===== config.mk =====
export PLATFORM = sky130hd
export DESIGN_NAME = fetch_unit
export DESIGN_NICKNAME = d
export VERILOG_FILES = /design/src/rtl/fetch_unit.sv
export SDC_FILE = /design/constraint.sdc
export NUM_CORES = 1
export LEC_CHECK = 0
export ABC_CLOCK_PERIOD_IN_PS = 1900
export BUFFER_PORTS_ARGS = -buffer_cell sky130_fd_sc_hd__buf_2
export CORE_MARGIN = 5
export CORE_UTILIZATION = 30
export CTS_CLUSTER_SIZE = 8
export DETAILED_ROUTE_END_ITERATION = 6
export GPL_TIMING_DRIVEN = 0
export SYNTH_ARGS = -nofsm -noshare
export SYNTH_HDL_FRONTEND = slang
export SYNTH_SLANG_ARGS = --single-unit

===== constraint.sdc =====
create_clock -name clk -period 1.9 [get_ports clk]
set_input_delay 0.19 -clock clk [delete_from_list [all_inputs] [get_ports clk]]
set_output_delay 0.19 -clock clk [all_outputs]
set_load 0.005 [all_outputs]

===== src/rtl/fetch_unit.sv =====
// Instruction-fetch stage: fetch PC, one-outstanding imem request channel, epoch-tagged
// response matching, one-entry park buffer and the IF/ID register. Optional FETCH_PERF_EN.
module fetch_unit #(
  parameter logic [31:0] RESET_PC  = 32'h0000_0000,
  parameter logic [31:0] NOP_INSTR = 32'h0000_0013
) (
  input  logic        clk,
  input  logic        rst_n,
  input  logic        Stall_f,
  input  logic        Stall_d,
  input  logic        Flush_d,
  input  logic        PCSrc_e,
  input  logic [31:0] PCTarget_e,
  output logic        imem_req_valid,
  input  logic        imem_req_ready,
  output logic [31:0] imem_addr,
  input  logic        imem_rsp_valid,
  input  logic [31:0] imem_rsp_data,
  output logic [31:0] Instr_d,
  output logic [31:0] PC_d,
  output logic [31:0] PCPlus4_d,
  output logic        Valid_d
`ifdef FETCH_PERF_EN
  ,
  output logic [31:0] perf_fetched,
  output logic [31:0] perf_discarded
`endif
);

  // state  | meaning
  // S_REQ  | no request outstanding
  // S_WAIT | one request outstanding
  // S_HOLD | response parked in the fetch buffer while Stall_d is high
  typedef enum logic [1:0] {S_REQ, S_WAIT, S_HOLD} state_t;

  state_t      r_state;
  state_t      w_state_nxt;
  logic [31:0] r_pc_f;
  logic [31:0] w_pc_nxt;
  logic        r_epoch;
  logic        w_epoch_nxt;
  logic        r_req_epoch;
  logic [31:0] r_buf_data;
  logic [31:0] r_instr_d;
  logic [31:0] r_pc_d;
  logic [31:0] r_pcplus4_d;
  logic        r_valid_d;

  logic [31:0] w_pc_plus4;
  logic        w_rsp_match;
  logic        w_req_valid;
  logic [31:0] w_addr;
  logic        w_deliver;
  logic [31:0] w_deliver_data;
  logic        w_park;
  logic        w_discard;
  logic        w_handshake;

  assign w_pc_plus4  = r_pc_f + 32'd4;
  assign w_rsp_match = imem_rsp_valid && (r_req_epoch == r_epoch);

  always_comb begin
    w_state_nxt    = r_state;
    w_pc_nxt       = r_pc_f;
    w_epoch_nxt    = r_epoch;
    w_req_valid    = 1'b0;
    w_addr         = r_pc_f;
    w_deliver      = 1'b0;
    w_deliver_data = r_buf_data;
    w_park         = 1'b0;
    w_discard      = 1'b0;

    case (r_state)
      S_REQ: begin
        w_req_valid = !Stall_f;
        if (!Stall_f && imem_req_ready) w_state_nxt = S_WAIT;
      end
      S_WAIT: begin
        if (imem_rsp_valid) begin
          if (!w_rsp_match) begin
            w_discard   = 1'b1;
            w_state_nxt = S_REQ;
          end else if (!Stall_d) begin
            w_deliver      = 1'b1;
            w_deliver_data = imem_rsp_data;
            w_pc_nxt       = w_pc_plus4;
            if (!Stall_f) begin
              // chain the next fetch in the same cycle to sustain one instruction per cycle
              w_req_valid = 1'b1;
              w_addr      = w_pc_plus4;
              w_state_nxt = imem_req_ready ? S_WAIT : S_REQ;
            end else begin
              w_state_nxt = S_REQ;
            end
          end else begin
            w_park      = 1'b1;
            w_state_nxt = S_HOLD;
          end
        end
      end
      S_HOLD: begin
        if (!Stall_d) begin
          w_deliver      = 1'b1;
          w_deliver_data = r_buf_data;
          w_pc_nxt       = w_pc_plus4;
          w_state_nxt    = S_REQ;
        end
      end
      default: w_state_nxt = S_REQ;
    endcase

    // redirect wins over everything; a request still in flight is tracked but will mismatch
    if (PCSrc_e) begin
      w_req_valid = 1'b0;
      w_deliver   = 1'b0;
      w_park      = 1'b0;
      w_pc_nxt    = PCTarget_e;
      w_epoch_nxt = ~r_epoch;
      w_state_nxt = (r_state == S_WAIT && !imem_rsp_valid) ? S_WAIT : S_REQ;
    end
  end

  assign imem_req_valid = w_req_valid & rst_n;
  assign imem_addr      = w_addr;
  assign w_handshake    = imem_req_valid & imem_req_ready;

  always_ff @(posedge clk or negedge rst_n) begin
    if (!rst_n) begin
      r_state     <= S_REQ;
      r_pc_f      <= RESET_PC;
      r_epoch     <= 1'b0;
      r_req_epoch <= 1'b0;
      r_buf_data  <= 32'h0;
    end else begin
      r_state <= w_state_nxt;
      r_pc_f  <= w_pc_nxt;
      r_epoch <= w_epoch_nxt;
      if (w_handshake) r_req_epoch <= r_epoch;
      if (w_park)      r_buf_data  <= imem_rsp_data;
    end
  end

  always_ff @(posedge clk or negedge rst_n) begin
    if (!rst_n) begin
      r_instr_d   <= NOP_INSTR;
      r_pc_d      <= 32'h0;
      r_pcplus4_d <= 32'h0;
      r_valid_d   <= 1'b0;
    end else if (Flush_d) begin
      r_instr_d <= NOP_INSTR;
      r_valid_d <= 1'b0;
    end else if (w_deliver) begin
      r_instr_d   <= w_deliver_data;
      r_pc_d      <= r_pc_f;
      r_pcplus4_d <= w_pc_plus4;
      r_valid_d   <= 1'b1;
    end else if (!Stall_d) begin
      r_instr_d <= NOP_INSTR;
      r_valid_d <= 1'b0;
    end
  end

  assign Instr_d   = r_instr_d;
  assign PC_d      = r_pc_d;
  assign PCPlus4_d = r_pcplus4_d;
  assign Valid_d   = r_valid_d;

`ifdef FETCH_PERF_EN
  logic [31:0] r_perf_fetched;
  logic [31:0] r_perf_discarded;

  always_ff @(posedge clk or negedge rst_n) begin
    if (!rst_n) begin
      r_perf_fetched   <= 32'h0;
      r_perf_discarded <= 32'h0;
    end else begin
      if (w_deliver && r_perf_fetched != 32'hFFFF_FFFF)
        r_perf_fetched <= r_perf_fetched + 32'd1;
      if (w_discard && r_perf_discarded != 32'hFFFF_FFFF)
        r_perf_discarded <= r_perf_discarded + 32'd1;
    end
  end

  assign perf_fetched   = r_perf_fetched;
  assign perf_discarded = r_perf_discarded;
`endif

endmodule

==> reports/metrics.yaml <==
critical_path:
  worst_path_dominant_cell_family: "buffers and inverters"
  worstPathRequired_ns: 1.71
  worst-endpoint-arrival_ns: 2.27
  critPathMaxStageDelay_ns: 0.37
  rr_startpoint: "r_epoch$_DFFE_PN0P_"
  timing.critical_path.from_type: "register"
  worst_path_max_delay_cell: "dfrtp_1"
  worstPathMaxFanout: 9
  sum_of_buffers_and_inverters_on_the_critical_path: 4
  setup.worst_path.end_class: "output pin"
  timing.critical_path.from: "r_pc_f[14]$_DFFE_PN0P_"
  worst-setup-path-type: "register to output pin"
  worstPathCellList: "buf_6, and3_1, buf_6, and3_1, nand2_1, buf_4, o21ai_0, nand2_2, buf_2"
place:
  place_congestion: 0.782
  port-buffer-count: 200
  place.detailed.hpwl_um: 19300
  numPlacedInstances: 1359
global_routing:
  global_route.overflow_total: 0
  grt_busiest_layer: "met2"
  globalRouteTotalUtil_pct: 18.8
  grt_max_degree: 85
  gr-usage-met1_pct: 24.8
  wire_length_of_the_first_global_routing_pass_um: 45600
  globalRouteMet3Util_pct: 3.58
  grt_pass1_vias: 7744
  use_met2_pct: 31.2
  antenna_found_initial: 0
yosys:
  synth_area_per_cell_um2: 10.8
  yosysWarnings: 0
  synth.net_count: 856
  number_of_enable_flip_flop_cells_after_synthesis: 0
  synth-main-ff-cell: "dfrtp_1"
  ys_types: 61
  synth_sequential_area_ratio_pct: 48.4
  synthCells: 780
  ys_ff_latch: 163
  ys_async_sr_fraction_pct: 100
  syn_area_um2: 8440
clocking:
  clkTransAtPathRegs_ns: 0.07
  cts-hold-fix-buffers: 45
  cts_tree: "yes"
  tritoncts.num_buffers: 17
  clock-root-buffer: "clkbuf_16"
  cts.sinks: 163
  clock_latency_ns: 0.43
  cts-htree-levels: 4
  clockBufferDepth: 2
timing:
  worst_slew_margin_rel_pct: 21.4
  setup_ws_ns: -0.563
  post-route-period-util_pct: 130
  timing_worst_slew_pin_value_ns: 1.18
  finalSetupViolCount: 191
  fin_crit_ns: 2.46
  timing.final.hold_violations: 80
  setup_tns_ns: -43.15
  max_clock_freq_mhz: 406
  drv_slew: 0
  grt_setup_unrepaired: "yes"
  clock-skew-final_ns: 0.0203
  finalHoldWorstSlack_ns: -0.262
final_layout:
  fillCellCount: 2441
  design.final.nets: 1246
  areaGrowthSynthToFinish_pct: 65.2
  seqCellArea_um2: 4090
  instances_no_fill: 1561
  commonest_cells_after_routing_fill_and_taps_aside: "buf_2 (201), dfrtp_1 (158), nand2_1 (90)"
  drive_above_1_share_pct: 55.9
  multi_input_comb_area_um2: 5030
  final_common_cell: "buf_2"
power_and_ir_drop:
  total_leakage_power_nw: 6.60
  p_per_area_nw_per_um2: 910
  peakVddDrop_mv: 0.588
route:
  final_antenna_net_count: 0
  vias_per_cell: 4.90
  drt_wl_cell_um: 20.5
  route.final.wire_length_um: 32000
  drcViolationCount: 0
  dr_total_vias: 7651
  detail_route.iter0.violations: 559
  drt_pass1_iterations: 7
floorplanning:
  io_pins: 202
  initial_core_util_pct: 30.4
  row_count: 61
  die_w_um: 178
  core_area_um2: 27800
  floorplan.die_area_um2: 31600
  dieHeight_um: 178
run_status:
  run_status: "finished with violations"
  failed_checks: "negative hold slack, negative setup slack"
hold_path:
  timing.hold.worst.class: "primary input to asynchronous set/reset pin"
flow_run:
  max_cap_viol_count: 0
[layer usage]
metal,wire length (um),vias up,share of wire (%)
met1,13400,3828,42
met5,0,-,0
li1,-,3457,-
met2,15600,306,49
met4,900,0,2.8
met3,2080,60,6.5
[registers in the layout, indices dropped and copies added, names as in the netlist]
name and cells:
PCPlus4_d 30, PC_d 32, r_state 2, r_buf_data 32, Valid_d 1, r_pc_f 32
Instr_d 32, r_epoch 1, r_req_epoch 1
[final timing paths]
path                                             end  cells after the start  slack, ns
setup / recovery                       imem_addr[30]                      9      -0.56
hold / removal             r_buf_data[6]$_DFFE_PN0P_                      1      -0.26
setup reg to reg                PC_d[22]$_DFFE_PN0P_                     10      -0.37
hold reg to reg              Instr_d[11]$_DFFE_PN0P_                      2       0.48
max in group asynchronous     Instr_d[0]$_DFFE_PN1P_                      2       1.28
min in group clk              r_pc_f[30]$_DFFE_PN0P_                      3       0.02
[kinds of logic after synthesis]
group / count (synthesis) / synth area share [%]
AND/OR/NAND/NOR: 246 / 15.3
buffers and inverters: 78 / 5.42
XOR/XNOR: 80 / 8.39
multiplexers: 105 / 14.8
AO/OA/AOI/OAI: 104 / 7.10
adder cells (fa/ha/maj): 4 / 0.593
flip-flops: 163 / 48.4
[worst reg2reg max path, delay by kind of cell (launching register included)]
| kind | cells | cell delay (ns) |
|---|---|---|
| xor+xnor | 1 | 0.22 |
| compound gates | 1 | 0.31 |
| simple gates | 1 | 0.04 |
| flops | 1 | 0.44 |
| buf+inv | 6 | 0.86 |
| mux | 1 | 0.30 |
[synth_stat cells, types with 14 or more instances]
cell type / number / area, um2
dfrtp_1: 160 / 4000
nand2_1: 118 / 443
o21ai_0: 78 / 390
xnor2_1: 56 / 490
mux2i_1: 32 / 320
mux2_4: 29 / 435
nor2_1: 29 / 109
mux2_2: 25 / 282
buf_4: 24 / 180
xor2_1: 23 / 201
buf_2: 22 / 110
mux2_1: 19 / 214
clkbuf_1: 18 / 67.6
nand3_1: 14 / 70.1
[area by class of cell]
cell class	count	area share, %
clock inverter	13	1.09
tap	378	3.39
multi-input combinational	539	36.1
inverter	5	0.153
timing repair buffer	375	21.3
antenna	2	0.0359
clock buffer	17	3.05
buffer	69	5.63
sequential	163	29.3
[power breakdown]
group	switching (mW)	internal [mW]	leakage, nW	total [mW]
Combinational	1.83	2.48	4.22	4.31
Sequential	0.568	4.31	2.12	4.88
Clock	1.56	1.95	0.263	3.51
[what timing repair did]
| item | CTS | global route |
|---|---|---|
| buffers inserted | 98 | 28 |
| cloned | 4 | 10 |
| pin swaps | 65 | 60 |
| resized for setup | 255 | 231 |
| hold endpoints to repair | 125 | 80 |
| endpoints found under the setup margin | 189 | 189 |
[stage by stage]
stage / setup WS, ns / hold slack, ns / area, um2 / utilization, % / power (mW)
after floorplan: 0.0114 / -0.106 / 8460 / - / 6.54
after global placement: -2.77 / 0.409 / 9930 / 35.8 / 7.65
after detailed placement: -1.01 / 0.237 / 9970 / 35.9 / 7.73
after CTS: -0.554 / -0.229 / 12900 / 46.3 / 12.0
after global routing: -0.693 / -0.211 / 13900 / 50.2 / 13.3
final: -0.563 / -0.262 / 13900 / 50.2 / 12.7
Note: power is estimated with default switching activity, not from simulation.
